## src/rtl/alu_int_arbiter_if.sv

```systemverilog
`timescale 1ns/1ps
`default_nettype none
// +----------------------------------------------------------------------+
// | alu_int_arbiter_if : one requester channel (request + response)       |
// | Rev 1.0                                                               |
// +----------------------------------------------------------------------+
interface alu_int_arbiter_if;
    logic        req_valid;
    logic        req_ready;
    logic [31:0] op1;
    logic [31:0] op2;
    logic [4:0]  alu_op;
    logic        rsp_valid;
    logic        rsp_ready;
    logic [31:0] rsp_result;
    logic        rsp_zero;
    logic        rsp_sign;
    logic        rsp_sltu;
    logic        rsp_err;

    modport master (
        output req_valid, op1, op2, alu_op, rsp_ready,
        input  req_ready, rsp_valid, rsp_result, rsp_zero, rsp_sign, rsp_sltu, rsp_err
    );

    modport slave (
        input  req_valid, op1, op2, alu_op, rsp_ready,
        output req_ready, rsp_valid, rsp_result, rsp_zero, rsp_sign, rsp_sltu, rsp_err
    );
endinterface
`default_nettype wire

```

## src/rtl/alu_int_arbiter.sv

```systemverilog
`timescale 1ns/1ps
`default_nettype none
// +----------------------------------------------------------------------+
// | alu_int_arbiter : two requesters sharing one integer ALU, one op at a |
// | time (IDLE -> EXEC -> RESP).                      Rev 1.0              |
// +----------------------------------------------------------------------+
module alu_int_arbiter #(
    parameter int FAIR = 1
) (
    input  wire logic         clk_i,
    input  wire logic         rst_ni,
    alu_int_arbiter_if.slave  req0_if,
    alu_int_arbiter_if.slave  req1_if,
    output logic [31:0]       alu_op1_o,
    output logic [31:0]       alu_op2_o,
    output logic [4:0]        alu_op_out_o,
    input  wire logic [31:0]  alu_result_i,
    input  wire logic         alu_zero_i,
    input  wire logic         alu_sign_bit_i,
    input  wire logic         alu_sltu_bit_i
);

    localparam logic [4:0] ALU_OP_IDLE = 5'd16;

    typedef enum logic [1:0] {
        S_IDLE = 2'd0,
        S_EXEC = 2'd1,
        S_RESP = 2'd2
    } state_t;

    state_t      state_q;
    logic        last_grant_q;
    logic        owner_q;
    logic        illegal_q;
    logic [1:0]  rsp_valid_q;
    logic [31:0] rsp_result_q;
    logic        rsp_zero_q;
    logic        rsp_sign_q;
    logic        rsp_sltu_q;
    logic        rsp_err_q;
    logic [31:0] alu_op1_q;
    logic [31:0] alu_op2_q;
    logic [4:0]  alu_op_q;

    logic        w_grant_any;
    logic        w_grant_id;
    logic        w_accept;
    logic        w_sel_legal;
    logic        w_owner_rsp_ready;
    logic [31:0] w_sel_op1;
    logic [31:0] w_sel_op2;
    logic [4:0]  w_sel_op;

    function automatic logic op_legal(input logic [4:0] op);
        return (op <= 5'd7) || (op == 5'd13) || (op == 5'd16);
    endfunction

    // On a tie, FAIR hands the grant to whoever did not win last time.
    always_comb begin
        w_grant_any = req0_if.req_valid | req1_if.req_valid;
        if (req0_if.req_valid && req1_if.req_valid) begin
            w_grant_id = (FAIR != 0) ? ~last_grant_q : 1'b0;
        end else begin
            w_grant_id = req1_if.req_valid;
        end
    end

    assign w_accept          = (state_q == S_IDLE) && rst_ni && w_grant_any;
    assign req0_if.req_ready = w_accept && !w_grant_id;
    assign req1_if.req_ready = w_accept &&  w_grant_id;

    assign w_sel_op1         = w_grant_id ? req1_if.op1    : req0_if.op1;
    assign w_sel_op2         = w_grant_id ? req1_if.op2    : req0_if.op2;
    assign w_sel_op          = w_grant_id ? req1_if.alu_op : req0_if.alu_op;
    assign w_sel_legal       = op_legal(w_sel_op);
    assign w_owner_rsp_ready = owner_q ? req1_if.rsp_ready : req0_if.rsp_ready;

    always_ff @(posedge clk_i or negedge rst_ni) begin
        if (!rst_ni) begin
            state_q      <= S_IDLE;
            last_grant_q <= 1'b1;
            owner_q      <= 1'b0;
            illegal_q    <= 1'b0;
            rsp_valid_q  <= 2'b00;
            rsp_result_q <= 32'd0;
            rsp_zero_q   <= 1'b0;
            rsp_sign_q   <= 1'b0;
            rsp_sltu_q   <= 1'b0;
            rsp_err_q    <= 1'b0;
            alu_op1_q    <= 32'd0;
            alu_op2_q    <= 32'd0;
            alu_op_q     <= ALU_OP_IDLE;
        end else begin
            case (state_q)
                S_IDLE: begin
                    if (w_accept) begin
                        owner_q      <= w_grant_id;
                        last_grant_q <= w_grant_id;
                        illegal_q    <= !w_sel_legal;
                        // Illegal codes never reach the ALU; it stays on the idle op.
                        if (w_sel_legal) begin
                            alu_op1_q <= w_sel_op1;
                            alu_op2_q <= w_sel_op2;
                            alu_op_q  <= w_sel_op;
                        end
                        state_q <= S_EXEC;
                    end
                end
                S_EXEC: begin
                    if (illegal_q) begin
                        rsp_result_q <= 32'd0;
                        rsp_zero_q   <= 1'b1;
                        rsp_sign_q   <= 1'b0;
                        rsp_sltu_q   <= 1'b0;
                        rsp_err_q    <= 1'b1;
                    end else begin
                        rsp_result_q <= alu_result_i;
                        rsp_zero_q   <= alu_zero_i;
                        rsp_sign_q   <= alu_sign_bit_i;
                        rsp_sltu_q   <= alu_sltu_bit_i;
                        rsp_err_q    <= 1'b0;
                    end
                    rsp_valid_q <= owner_q ? 2'b10 : 2'b01;
                    alu_op1_q   <= 32'd0;
                    alu_op2_q   <= 32'd0;
                    alu_op_q    <= ALU_OP_IDLE;
                    state_q     <= S_RESP;
                end
                S_RESP: begin
                    if (w_owner_rsp_ready) begin
                        rsp_valid_q <= 2'b00;
                        state_q     <= S_IDLE;
                    end
                end
                default: begin
                    state_q <= S_IDLE;
                end
            endcase
        end
    end

    assign alu_op1_o    = alu_op1_q;
    assign alu_op2_o    = alu_op2_q;
    assign alu_op_out_o = alu_op_q;

    assign req0_if.rsp_valid  = rsp_valid_q[0];
    assign req1_if.rsp_valid  = rsp_valid_q[1];
    assign req0_if.rsp_result = rsp_result_q;
    assign req1_if.rsp_result = rsp_result_q;
    assign req0_if.rsp_zero   = rsp_zero_q;
    assign req1_if.rsp_zero   = rsp_zero_q;
    assign req0_if.rsp_sign   = rsp_sign_q;
    assign req1_if.rsp_sign   = rsp_sign_q;
    assign req0_if.rsp_sltu   = rsp_sltu_q;
    assign req1_if.rsp_sltu   = rsp_sltu_q;
    assign req0_if.rsp_err    = rsp_err_q;
    assign req1_if.rsp_err    = rsp_err_q;

endmodule
`default_nettype wire

```

## src/flat_wrapper.sv

```systemverilog
// flat-port wrapper written by rule: the top's interface ports become plain ports
module alu_int_arbiter_flat 
#(
    parameter int FAIR = 1
)
  (clk_i, rst_ni, alu_op1_o, alu_op2_o, alu_op_out_o, alu_result_i, alu_zero_i, alu_sign_bit_i, alu_sltu_bit_i, req0_if_req_valid, req0_if_op1, req0_if_op2, req0_if_alu_op, req0_if_rsp_ready, req0_if_req_ready, req0_if_rsp_valid, req0_if_rsp_result, req0_if_rsp_zero, req0_if_rsp_sign, req0_if_rsp_sltu, req0_if_rsp_err, req1_if_req_valid, req1_if_op1, req1_if_op2, req1_if_alu_op, req1_if_rsp_ready, req1_if_req_ready, req1_if_rsp_valid, req1_if_rsp_result, req1_if_rsp_zero, req1_if_rsp_sign, req1_if_rsp_sltu, req1_if_rsp_err);
  alu_int_arbiter_if req0_if_i ();
  alu_int_arbiter_if req1_if_i ();
  input  wire logic clk_i;
  input  wire logic rst_ni;
  output logic [31:0] alu_op1_o;
  output logic [31:0] alu_op2_o;
  output logic [4:0] alu_op_out_o;
  input  wire logic [31:0] alu_result_i;
  input  wire logic alu_zero_i;
  input  wire logic alu_sign_bit_i;
  input  wire logic alu_sltu_bit_i;
  input wire logic [$bits(req0_if_i.req_valid)-1:0] req0_if_req_valid;
  input wire logic [$bits(req0_if_i.op1)-1:0] req0_if_op1;
  input wire logic [$bits(req0_if_i.op2)-1:0] req0_if_op2;
  input wire logic [$bits(req0_if_i.alu_op)-1:0] req0_if_alu_op;
  input wire logic [$bits(req0_if_i.rsp_ready)-1:0] req0_if_rsp_ready;
  output wire logic [$bits(req0_if_i.req_ready)-1:0] req0_if_req_ready;
  output wire logic [$bits(req0_if_i.rsp_valid)-1:0] req0_if_rsp_valid;
  output wire logic [$bits(req0_if_i.rsp_result)-1:0] req0_if_rsp_result;
  output wire logic [$bits(req0_if_i.rsp_zero)-1:0] req0_if_rsp_zero;
  output wire logic [$bits(req0_if_i.rsp_sign)-1:0] req0_if_rsp_sign;
  output wire logic [$bits(req0_if_i.rsp_sltu)-1:0] req0_if_rsp_sltu;
  output wire logic [$bits(req0_if_i.rsp_err)-1:0] req0_if_rsp_err;
  input wire logic [$bits(req1_if_i.req_valid)-1:0] req1_if_req_valid;
  input wire logic [$bits(req1_if_i.op1)-1:0] req1_if_op1;
  input wire logic [$bits(req1_if_i.op2)-1:0] req1_if_op2;
  input wire logic [$bits(req1_if_i.alu_op)-1:0] req1_if_alu_op;
  input wire logic [$bits(req1_if_i.rsp_ready)-1:0] req1_if_rsp_ready;
  output wire logic [$bits(req1_if_i.req_ready)-1:0] req1_if_req_ready;
  output wire logic [$bits(req1_if_i.rsp_valid)-1:0] req1_if_rsp_valid;
  output wire logic [$bits(req1_if_i.rsp_result)-1:0] req1_if_rsp_result;
  output wire logic [$bits(req1_if_i.rsp_zero)-1:0] req1_if_rsp_zero;
  output wire logic [$bits(req1_if_i.rsp_sign)-1:0] req1_if_rsp_sign;
  output wire logic [$bits(req1_if_i.rsp_sltu)-1:0] req1_if_rsp_sltu;
  output wire logic [$bits(req1_if_i.rsp_err)-1:0] req1_if_rsp_err;
  assign req0_if_i.req_valid = req0_if_req_valid;
  assign req0_if_i.op1 = req0_if_op1;
  assign req0_if_i.op2 = req0_if_op2;
  assign req0_if_i.alu_op = req0_if_alu_op;
  assign req0_if_i.rsp_ready = req0_if_rsp_ready;
  assign req0_if_req_ready = req0_if_i.req_ready;
  assign req0_if_rsp_valid = req0_if_i.rsp_valid;
  assign req0_if_rsp_result = req0_if_i.rsp_result;
  assign req0_if_rsp_zero = req0_if_i.rsp_zero;
  assign req0_if_rsp_sign = req0_if_i.rsp_sign;
  assign req0_if_rsp_sltu = req0_if_i.rsp_sltu;
  assign req0_if_rsp_err = req0_if_i.rsp_err;
  assign req1_if_i.req_valid = req1_if_req_valid;
  assign req1_if_i.op1 = req1_if_op1;
  assign req1_if_i.op2 = req1_if_op2;
  assign req1_if_i.alu_op = req1_if_alu_op;
  assign req1_if_i.rsp_ready = req1_if_rsp_ready;
  assign req1_if_req_ready = req1_if_i.req_ready;
  assign req1_if_rsp_valid = req1_if_i.rsp_valid;
  assign req1_if_rsp_result = req1_if_i.rsp_result;
  assign req1_if_rsp_zero = req1_if_i.rsp_zero;
  assign req1_if_rsp_sign = req1_if_i.rsp_sign;
  assign req1_if_rsp_sltu = req1_if_i.rsp_sltu;
  assign req1_if_rsp_err = req1_if_i.rsp_err;
  alu_int_arbiter #(.FAIR(FAIR)) u_core (.clk_i(clk_i), .rst_ni(rst_ni), .req0_if(req0_if_i), .req1_if(req1_if_i), .alu_op1_o(alu_op1_o), .alu_op2_o(alu_op2_o), .alu_op_out_o(alu_op_out_o), .alu_result_i(alu_result_i), .alu_zero_i(alu_zero_i), .alu_sign_bit_i(alu_sign_bit_i), .alu_sltu_bit_i(alu_sltu_bit_i));
endmodule
```

## config.mk

```make
export PLATFORM = sky130hd
export DESIGN_NAME = alu_int_arbiter_flat
export DESIGN_NICKNAME = d
export VERILOG_FILES = /design/src/rtl/alu_int_arbiter_if.sv /design/src/rtl/alu_int_arbiter.sv /design/src/flat_wrapper.sv
export SDC_FILE = /design/constraint.sdc
export NUM_CORES = 1
export LEC_CHECK = 0
export BUFFER_PORTS_ARGS = -buffer_cell sky130_fd_sc_hd__buf_2
export CORE_AREA = 2 2 127 129
export CTS_CLUSTER_DIAMETER = 150
export DETAILED_ROUTE_END_ITERATION = 10
export DIE_AREA = 0 0 129 131
export PLACE_DENSITY_LB_ADDON = 0.2
export SLEW_MARGIN = 40
export SYNTH_ARGS = -nofsm -noshare
export SYNTH_HDL_FRONTEND = slang
export SYNTH_SLANG_ARGS = --single-unit
```

## constraint.sdc

```tcl
create_clock -name clk_i -period 3 [get_ports clk_i]
set_clock_uncertainty 0.2 [all_clocks]
set_input_delay 0.3 -clock clk_i [delete_from_list [all_inputs] [get_ports clk_i]]
set_output_delay 0.3 -clock clk_i [all_outputs]
set_load 0.005 [all_outputs]
```

# Word-level counts from Yosys, hierarchy flattened
# Cells that the tools add are included.
# totals
elab_cells,63
in_bits,179
register_bits,112
# classes
muxes,24
n_reduce_logical,16
bitwise,2
eq_ne,7
order_cmp,1
# op_table
cell,count
2-to-1 mux 32 bit,7
case mux 32 bit (2 select lines),2
2-to-1 mux 5 bit,3
case mux 5 bit (2 select lines),1
2-to-1 mux 1 bit,6
2-to-1 mux 2 bit,3
!= test 2 x 1 -> 1 bit (second input constant),3
case mux 2 bit (3 select lines),1
AND reduction 2 bit,3
equality test 5 x 4 -> 1 bit (second input constant),1
equality test 5 bit (second input constant),1
less-or-equal comparator 5 x 3 -> 1 bit (second input constant),1
logical AND 1 bit,5
case mux 2 bit (2 select lines),1
nonzero test 2 bit,2
AND reduction 3 bit,1
equality test 2 x 1 -> 1 bit (second input constant),1
equality test 2 bit (second input constant),1
zero test 1 bit,2
zero test 2 bit,1
logical OR 1 bit,2
NOT 1 bit,1
OR 1 bit,1

# Logic depth before layout (Yosys ltp)
# Gate-level depths: netlist of the first run.
# depth
word_depth,9
depth_mapped,8

# Worst setup path after synthesis of the first run
# No wires, ideal clock.
# synth_timing
kind,reg2reg
from,register u_core.last_grant_q
to,register u_core.alu_op1_q[2] (netlist: u_core.alu_op1_o[2])
required_ps,2713
stages_incl_launch_ff,8
arrival_ps,1838
setup_slack_ps,875
cell_sequence,dfstp_2 a21boi_2 or4b_4 and3_1 buf_2 buf_6 buf_6 a211oi_2
# synth_between
elab_chain_cells,8
# synth_rtl
item,line,source
start: declaration,alu_int_arbiter.sv:32,logic last_grant_q;
start signal: assignment,alu_int_arbiter.sv:98,last_grant_q <= w_grant_id;
NOT 1 bit *,alu_int_arbiter.sv:62,w_grant_id = (FAIR != 0) ? ~last_grant_q : 1'b0;
2-to-1 mux 1 bit *,alu_int_arbiter.sv:61,if (req0_if.req_valid && req1_if.req_valid) begin
2-to-1 mux 5 bit,alu_int_arbiter.sv:74,assign w_sel_op = w_grant_id ? req1_if.alu_op : req0_if.alu_op;
less-or-equal comparator 5 x 3 -> 1 bit or equality test 5 x 4 -> 1 bit (tied branches),alu_int_arbiter.sv:55,return (op <= 5'd7) || (op == 5'd13) || (op == 5'd16);
logical OR 1 bit (2 in a row),alu_int_arbiter.sv:55,
!= test 2 x 1 -> 1 bit (no source line),-,
AND reduction 3 bit (no source line),-,
end signal: assignment,alu_int_arbiter.sv:102,alu_op1_q <= w_sel_op1;
end: declaration,alu_int_arbiter.sv:41,logic [31:0] alu_op1_q;
# Mark *: on every way between the ends. The rest lies on a longest branch, timed or not. The select of a mux whose other input is x is not followed.
# A chain may end at the register's enable or synchronous reset.

# Worst setup path in the final report of the first run
# layout_timing
from,input port rst_ni
to,output port req1_if_req_ready
# layout_between
elab_chain_cells,3
# layout_rtl
item,line,source
start: declaration,flat_wrapper.sv:10,input wire logic rst_ni;
logical AND 1 bit (2 in a row),alu_int_arbiter.sv:68,assign w_accept = (state_q == S_IDLE) && rst_ni && w_grant_any;
logical AND 1 bit,alu_int_arbiter.sv:70,assign req1_if.req_ready = w_accept && w_grant_id;
end: declaration,flat_wrapper.sv:35,output wire logic [$bits(req1_if_i.req_ready)-1:0] req1_if_req_ready;
# No other way between the ends.

==> run_summary.xml, run 1 <==
<?xml version="1.0" encoding="UTF-8"?>
<metrics>
  <group name="timing">
    <metric name="final.period_utilization" unit="%">82.9</metric>
    <metric name="finalHoldViolCount" unit="">0</metric>
    <metric name="slew_headroom" unit="%">51.2</metric>
    <metric name="worstMarginPinSlew" unit="ns">0.732</metric>
    <metric name="final.setup.tns" unit="ns">0</metric>
    <metric name="max_freq" unit="GHz">0.402</metric>
    <metric name="maxSlewViolCount" unit="">0</metric>
    <metric name="min_period" unit="ns">2.49</metric>
    <metric name="rsz0062_at_grt" unit="">no</metric>
    <metric name="setup_viol" unit="">0</metric>
  </group>
  <group name="routing">
    <metric name="avgRoutedWirePerCell" unit="um">17.1</metric>
    <metric name="drt_wl_total" unit="mm">18.2</metric>
    <metric name="drt-initial-drc-count" unit="">195</metric>
    <metric name="vias_per_cell" unit="">5.11</metric>
    <metric name="route.antenna.remaining_nets" unit="">0</metric>
    <metric name="drc_violations" unit="">0</metric>
    <metric name="drt-pass1-iter-count" unit="">5</metric>
    <metric name="vias" unit="">5448</metric>
  </group>
  <group name="die">
    <metric name="floorplan.die.width" unit="um">129</metric>
    <metric name="floorplan.die.height" unit="um">131</metric>
    <metric name="total_i_o_pin_count" unit="">324</metric>
    <metric name="initial_utilization" unit="%">37.1</metric>
    <metric name="dieArea" unit="mm^2">0.0169</metric>
    <metric name="design.core.area" unit="mm^2">0.0156</metric>
    <metric name="row_count" unit="">46</metric>
  </group>
  <group name="synth">
    <metric name="synth-adder-area-share" unit="%">0</metric>
    <metric name="post_synth_instance_area" unit="mm^2">0.00578</metric>
    <metric name="synth_top_area_share" unit="%">47.6</metric>
    <metric name="netlist-cell-type-count" unit="">33</metric>
    <metric name="synth_enable_flop_cells" unit="">0</metric>
    <metric name="ys_seq_area_share" unit="%">48.5</metric>
    <metric name="post_synth_and_or_nand_nor_area_fraction" unit="%">12.0</metric>
    <metric name="syn_avg_cell_area" unit="um^2">10.4</metric>
    <metric name="synth_largest_area_cell" unit="">dfrtp_1</metric>
    <metric name="asyncSetResetFlopFracSynth" unit="%">100</metric>
    <metric name="synth_xor_area_share" unit="%">0</metric>
    <metric name="synth_top_family_by_area" unit="">compound AO/OA/AOI/OAI gates</metric>
    <metric name="synth-compound-area-share" unit="%">17.9</metric>
    <metric name="postSynthNetCount" unit="">737</metric>
    <metric name="syn-instance-count" unit="">558</metric>
    <metric name="synth-main-ff-cell" unit="">dfrtp_1</metric>
    <metric name="synth.area.mux_share" unit="%">12.5</metric>
    <metric name="total_of_flip_flops_plus_latches_after_synthesis" unit="">112</metric>
    <metric name="synth.top_cells.by_area" unit="">dfrtp_1 (48%), mux2i_1 (12%), a211oi_1 (7.5%)</metric>
    <metric name="synth.yosys.warnings" unit="">0</metric>
  </group>
  <group name="clock_network">
    <metric name="cts-root-buf" unit="">clkbuf_16</metric>
    <metric name="insertion_delay" unit="ns">0.34</metric>
    <metric name="clkSinkCount" unit="">112</metric>
    <metric name="clk_transition_reported_paths" unit="ns">0.07</metric>
    <metric name="clockBufferDepth" unit="">2</metric>
    <metric name="cts_made_buffers" unit="">9</metric>
    <metric name="cts_setup_buffers" unit="">0</metric>
    <metric name="cts-htree-levels" unit="">3</metric>
    <metric name="cts_tree" unit="">done</metric>
  </group>
  <group name="flow_run">
    <metric name="max_cap_violations" unit="">0</metric>
  </group>
  <group name="worst_setup_path">
    <metric name="critical_path_class" unit="">in -&gt; out</metric>
    <metric name="crit_fanout" unit="">70</metric>
    <metric name="worst_ep_arrival_time" unit="ns">1.99</metric>
    <metric name="required" unit="ns">2.50</metric>
    <metric name="setup.worst_path.end_class" unit="">output port</metric>
    <metric name="worstSetupStartpointType" unit="">input pin</metric>
  </group>
  <group name="power_and_ir_drop">
    <metric name="cellPowerDensity" unit="mW/mm^2">889</metric>
    <metric name="report.power.total" unit="W">0.00706</metric>
    <metric name="leak_pwr" unit="nW">4.16</metric>
    <metric name="worst_ir_drop_vdd" unit="V">0.000342</metric>
  </group>
  <group name="global_routing">
    <metric name="grt.total_usage" unit="%">20.7</metric>
    <metric name="via_count_of_the_first_global_routing_pass" unit="">5237</metric>
    <metric name="grt_start_max_net_pins" unit="">74</metric>
    <metric name="grt_pass1_wl" unit="mm">27.5</metric>
    <metric name="grt_antenna_before_repair" unit="">2</metric>
    <metric name="grt_overflow" unit="">0</metric>
  </group>
  <group name="worst_hold_path">
    <metric name="min_delay_worst_type" unit="">in -&gt; reg</metric>
  </group>
  <group name="layout">
    <metric name="drive_gt1_share" unit="%">43.0</metric>
    <metric name="layout.filler_cells" unit="">1456</metric>
    <metric name="nets" unit="">1022</metric>
    <metric name="layout_common_cells" unit="">buf_2 (322), dfrtp_1 (109), nand2_1 (80)</metric>
    <metric name="syn_to_final_growth" unit="%">37.4</metric>
    <metric name="mostFrequentLayoutCell" unit="">buf_2</metric>
  </group>
  <group name="place">
    <metric name="routabilityCongestion" unit="">0.776</metric>
    <metric name="dpl.hpwl" unit="mm">12.5</metric>
    <metric name="port_buffers" unit="">323</metric>
  </group>
  <group name="outcome">
    <metric name="status" unit="">completed</metric>
  </group>
</metrics>
==> stage by stage <==
step | std cells | instance area (um^2) | hold slack, ns | util (%) | worst slack, ns
4_1_cts | 1064 | 7940 | 0.000327 | 50.9 | 0.459
2_1_floorplan | 558 | 5780 | -0.196 | - | 0.875
3_5_place_dp | 1015 | 7300 | 0.264 | 46.8 | 0.442
3_3_place_gp | 1015 | 7290 | 0.244 | 46.8 | 0.571
6_report | 1066 | 7950 | 0.0156 | 51.0 | 0.514
5_1_grt | 1064 | 7940 | 0.0235 | 50.9 | 0.346
==> final cells by class <==
| type | instances | area [um^2] | share of cell area (%) |
|---|---|---|---|
| sequential | 112 | 2810 | 35.3 |
| multi-input combinational | 353 | 2470 | 31.1 |
| timing repair buffer | 366 | 2080 | 26.1 |
| tap | 216 | 270 | 3.40 |
| clock buffer | 13 | 250 | 3.15 |
| clock inverter | 3 | 65.1 | 0.819 |
| antenna | 2 | 5.00 | 0.0630 |
| inverter | 1 | 3.75 | 0.0472 |
==> synth_stat cells, types with 2 or more instances <==
cell and n:
buf_6 2, nand2_1 80, a211oi_2 9, clkbuf_1 32, a211oi_1 58, nor2b_1 2, a21o_1 2, mux2i_1 72
dfrtp_1 110, dfstp_2 2, o21ai_0 4, buf_1 2, or4_1 2, a31oi_1 65, buf_4 37, nand2b_1 2
nand3b_1 34, buf_2 19, nor2_1 9, a21oi_1 2
==> where the power goes <==
part / total (W) / internal, W / switching (W)
combinational: 0.00300 / 0.00145 / 0.00155
sequential: 0.00277 / 0.00224 / 0.000526
clock: 0.00129 / 0.000756 / 0.000539
==> worst paths after layout <==
path | cells past startpoint | endpoint | start | slack (ns)
min in group asynchronous | 3 | u_core.illegal_q | rst_ni | 0.47
setup reg to reg | 5 | u_core.alu_op1_o[24] | u_core.last_grant_q | 0.61
max in group asynchronous | 4 | u_core.alu_op1_o[6] | rst_ni | 1.10
hold / removal | 3 | u_core.req0_if.rsp_result[21] | alu_result_i[21] | 0.02
setup / recovery | 7 | req1_if_req_ready | rst_ni | 0.51
hold reg to reg | 2 | u_core.req0_if.rsp_result[10] | u_core.req0_if.rsp_result[10] | 0.28
==> registers in the layout, summed over array words and instances, names as in the netlist <==
register                   flops
u_core.owner_q                 1
u_core.last_grant_q            1
u_core.req0_if.rsp_sign        1
u_core.req0_if.rsp_result     32
u_core.state_q                 2
u_core.alu_op2_o              32
u_core.rsp_valid_q             2
u_core.req0_if.rsp_zero        1
u_core.illegal_q               1
u_core.alu_op_out_o            5
u_core.req0_if.rsp_err         1
u_core.req0_if.rsp_sltu        1
u_core.alu_op1_o              32
==> cell families (layout without fill, tap and decap cells) <==
kind of cell | count (synthesis) | after routing
AO/OA/AOI/OAI | 144 | 144
buffers and inverters | 93 | 383
flip-flops | 112 | 112
multiplexers | 72 | 72
other | 0 | 2
AND/OR/NAND/NOR | 137 | 137
==> per-layer routing <==
metal | track usage [%] | vias to the layer above | part of all wire (%)
li1 | - | 2568 | -
met1 | 25.4 | 2625 | 41
met2 | 36.6 | 237 | 51
met3 | 4.52 | 18 | 6.9
met4 | 6.52 | 0 | 1.5
met5 | 0 | - | 0
==> worst max-delay path, cell delays in order <==
cell	delay, ns
dlygate4sd3_1	0.57
buf_4	0.14
o211ai_1	0.19
inv_2	0.14
buf_12	0.28
and2_1	0.22
buf_2	0.14
==> repair_timing <==
action / 4_1_cts / 5_1_grt
gates resized for setup: 0 / 0
endpoints found under the setup margin: 0 / 0
hold buffers: 33 / 0
endpoints found under the hold margin: 73 / 0
(Power assumes the default switching activity.)
==> inputs of run 2 (changes only) <==
- clock period: 3 -> 2.4 ns (I/O delays scaled with it)
==> run_summary.xml, run 2 (same netlist as run 1, synthesis figures left out) <==
<?xml version="1.0" encoding="UTF-8"?>
<metrics>
  <group name="outcome">
    <metric name="status" unit="">completed</metric>
  </group>
  <group name="routing">
    <metric name="drt_wl_total" unit="mm">18.5</metric>
    <metric name="vias" unit="">5503</metric>
    <metric name="avgRoutedWirePerCell" unit="um">17.2</metric>
    <metric name="vias_per_cell" unit="">5.11</metric>
    <metric name="drt-initial-drc-count" unit="">187</metric>
    <metric name="route.antenna.remaining_nets" unit="">0</metric>
    <metric name="drc_violations" unit="">0</metric>
    <metric name="drt-pass1-iter-count" unit="">4</metric>
  </group>
  <group name="clock_network">
    <metric name="cts-root-buf" unit="">clkbuf_16</metric>
    <metric name="cts_tree" unit="">done</metric>
    <metric name="cts_made_buffers" unit="">9</metric>
    <metric name="clkSinkCount" unit="">112</metric>
    <metric name="cts-htree-levels" unit="">3</metric>
    <metric name="insertion_delay" unit="ns">0.34</metric>
    <metric name="clk_transition_reported_paths" unit="ns">0.07</metric>
    <metric name="clockBufferDepth" unit="">2</metric>
  </group>
  <group name="layout">
    <metric name="mostFrequentLayoutCell" unit="">buf_2</metric>
    <metric name="layout_common_cells" unit="">buf_2 (322), dfrtp_1 (110), nand2_1 (80)</metric>
    <metric name="sequential_cell_area" unit="mm^2">0.00281</metric>
    <metric name="post-route-util" unit="%">51.7</metric>
    <metric name="nets" unit="">1033</metric>
    <metric name="syn_to_final_growth" unit="%">39.3</metric>
    <metric name="multi_input_area" unit="mm^2">0.00247</metric>
    <metric name="layout.filler_cells" unit="">1443</metric>
    <metric name="drive_gt1_share" unit="%">43.5</metric>
  </group>
  <group name="timing">
    <metric name="finalHoldViolCount" unit="">0</metric>
    <metric name="worstMarginPinSlew" unit="ns">0.612</metric>
    <metric name="max_freq" unit="GHz">0.437</metric>
    <metric name="final.setup.tns" unit="ns">0</metric>
    <metric name="maxSlewViolCount" unit="">0</metric>
    <metric name="final.period_utilization" unit="%">95.3</metric>
    <metric name="min_period" unit="ns">2.29</metric>
    <metric name="setup_viol" unit="">0</metric>
    <metric name="rsz0062_at_grt" unit="">no</metric>
    <metric name="fin_worst_hold_slack" unit="ns">0.0169</metric>
    <metric name="slew_headroom" unit="%">59.2</metric>
  </group>
  <group name="die">
    <metric name="floorplan.die.height" unit="um">131</metric>
    <metric name="floorplan.die.width" unit="um">129</metric>
    <metric name="initial_utilization" unit="%">37.1</metric>
    <metric name="row_count" unit="">46</metric>
    <metric name="total_i_o_pin_count" unit="">324</metric>
    <metric name="design.core.area" unit="mm^2">0.0156</metric>
    <metric name="dieArea" unit="mm^2">0.0169</metric>
  </group>
  <group name="worst_hold_path">
    <metric name="min_delay_worst_type" unit="">in -&gt; reg</metric>
  </group>
  <group name="place">
    <metric name="dpl.hpwl" unit="mm">12.9</metric>
    <metric name="routabilityCongestion" unit="">0.781</metric>
    <metric name="port_buffers" unit="">323</metric>
  </group>
  <group name="worst_setup_path">
    <metric name="worst_ep_arrival_time" unit="ns">1.85</metric>
    <metric name="critical_path_class" unit="">reg -&gt; out</metric>
    <metric name="setup.worst_path.end_class" unit="">output port</metric>
    <metric name="crit_chain" unit="">a21boi_4 -&gt; buf_4 -&gt; buf_12 -&gt; and2_1 -&gt; buf_2</metric>
    <metric name="crit_fanout" unit="">71</metric>
    <metric name="required" unit="ns">1.96</metric>
    <metric name="max_stage_delay" unit="ns">0.39</metric>
    <metric name="critical_path.slowest_cell" unit="">dfstp_2</metric>
    <metric name="worstSetupStartpointType" unit="">flop</metric>
  </group>
  <group name="flow_run">
    <metric name="max_cap_violations" unit="">0</metric>
  </group>
  <group name="global_routing">
    <metric name="grt_overflow" unit="">0</metric>
    <metric name="grt_pass1_wl" unit="mm">27.8</metric>
    <metric name="grt_start_max_net_pins" unit="">113</metric>
    <metric name="via_count_of_the_first_global_routing_pass" unit="">5284</metric>
    <metric name="grt.total_usage" unit="%">21.1</metric>
    <metric name="grt_antenna_before_repair" unit="">3</metric>
  </group>
  <group name="power_and_ir_drop">
    <metric name="cellPowerDensity" unit="mW/mm^2">1100</metric>
    <metric name="leak_pwr" unit="nW">4.22</metric>
    <metric name="worst_ir_drop_vdd" unit="V">0.000468</metric>
  </group>
</metrics>
==> run 2: routing by layer <==
layer	routed length, um	share of wire, %	GRT usage, %	vias to the layer above
met5	30	0.16	0	-
met4	419	2.3	8.12	4
met3	1340	7.2	4.97	30
met2	9230	50	36.8	267
met1	7490	40	25.5	2609
li1	-	-	-	2593
==> run 2: worst max-delay path, delay by kind of cell (launching register included) <==
family | cells | cell delay [ns]
flops | 1 | 0.39
simple gates | 1 | 0.24
buf+inv | 3 | 0.71
compound gates | 1 | 0.15
==> run 2: worst paths after layout <==
| kind | from | endpoint | slack [ns] | depth (start not counted) |
|---|---|---|---|---|
| max | u_core.last_grant_q | req1_if_req_ready | 0.11 | 5 |
| min | req0_if_op2[4] | u_core.alu_op2_o[4] | 0.02 | 3 |
| max reg2reg | u_core.last_grant_q | u_core.alu_op2_o[12] | 0.13 | 5 |
| min reg2reg | u_core.req0_if.rsp_result[0] | u_core.req0_if.rsp_result[0] | 0.28 | 2 |
| max in group asynchronous | rst_ni | u_core.alu_op1_o[3] | 1.14 | 3 |
| min in group asynchronous | rst_ni | u_core.owner_q | 0.41 | 3 |
==> run 2: through the flow <==
| stage | cell area (um^2) | setup slack (ns) | cells | power (W) |
|---|---|---|---|---|
| 2_1_floorplan | 5780 | 0.275 | 558 | 0.00568 |
| 3_3_place_gp | 7360 | 0.157 | 1021 | 0.00718 |
| 3_5_place_dp | 7360 | 0.122 | 1021 | 0.00728 |
| 4_1_cts | 8040 | 0.0297 | 1074 | 0.00892 |
| 5_1_grt | 8060 | 0.00628 | 1075 | 0.00953 |
| 6_report | 8060 | 0.113 | 1076 | 0.00883 |
==> run 2: final cells by class <==
| cell class | instances | area share (%) |
|---|---|---|
| Antenna cell | 1 | 0.0311 |
| Clock buffer | 11 | 3.14 |
| Clock inverter | 5 | 0.683 |
| Inverter | 1 | 0.0466 |
| Multi-Input combinational cell | 353 | 30.6 |
| Sequential cell | 112 | 34.8 |
| Tap cell | 216 | 3.35 |
| Timing Repair Buffer | 377 | 27.3 |
==> run 2: where the power goes <==
group | switching [W] | internal [W] | leakage [nW]
clock | 0.000698 | 0.000864 | 0.148
combinational | 0.00201 | 0.00186 | 2.63
sequential | 0.000596 | 0.00280 | 1.44
==> run 2: what timing repair did <==
action / CTS / global route
hold buffers: 37 / 0
setup endpoints to repair: 1 / 1
endpoints found under the hold margin: 146 / 0
setup buffers: 0 / 1
pin swaps: 0 / 1
gates resized for setup: 1 / 1
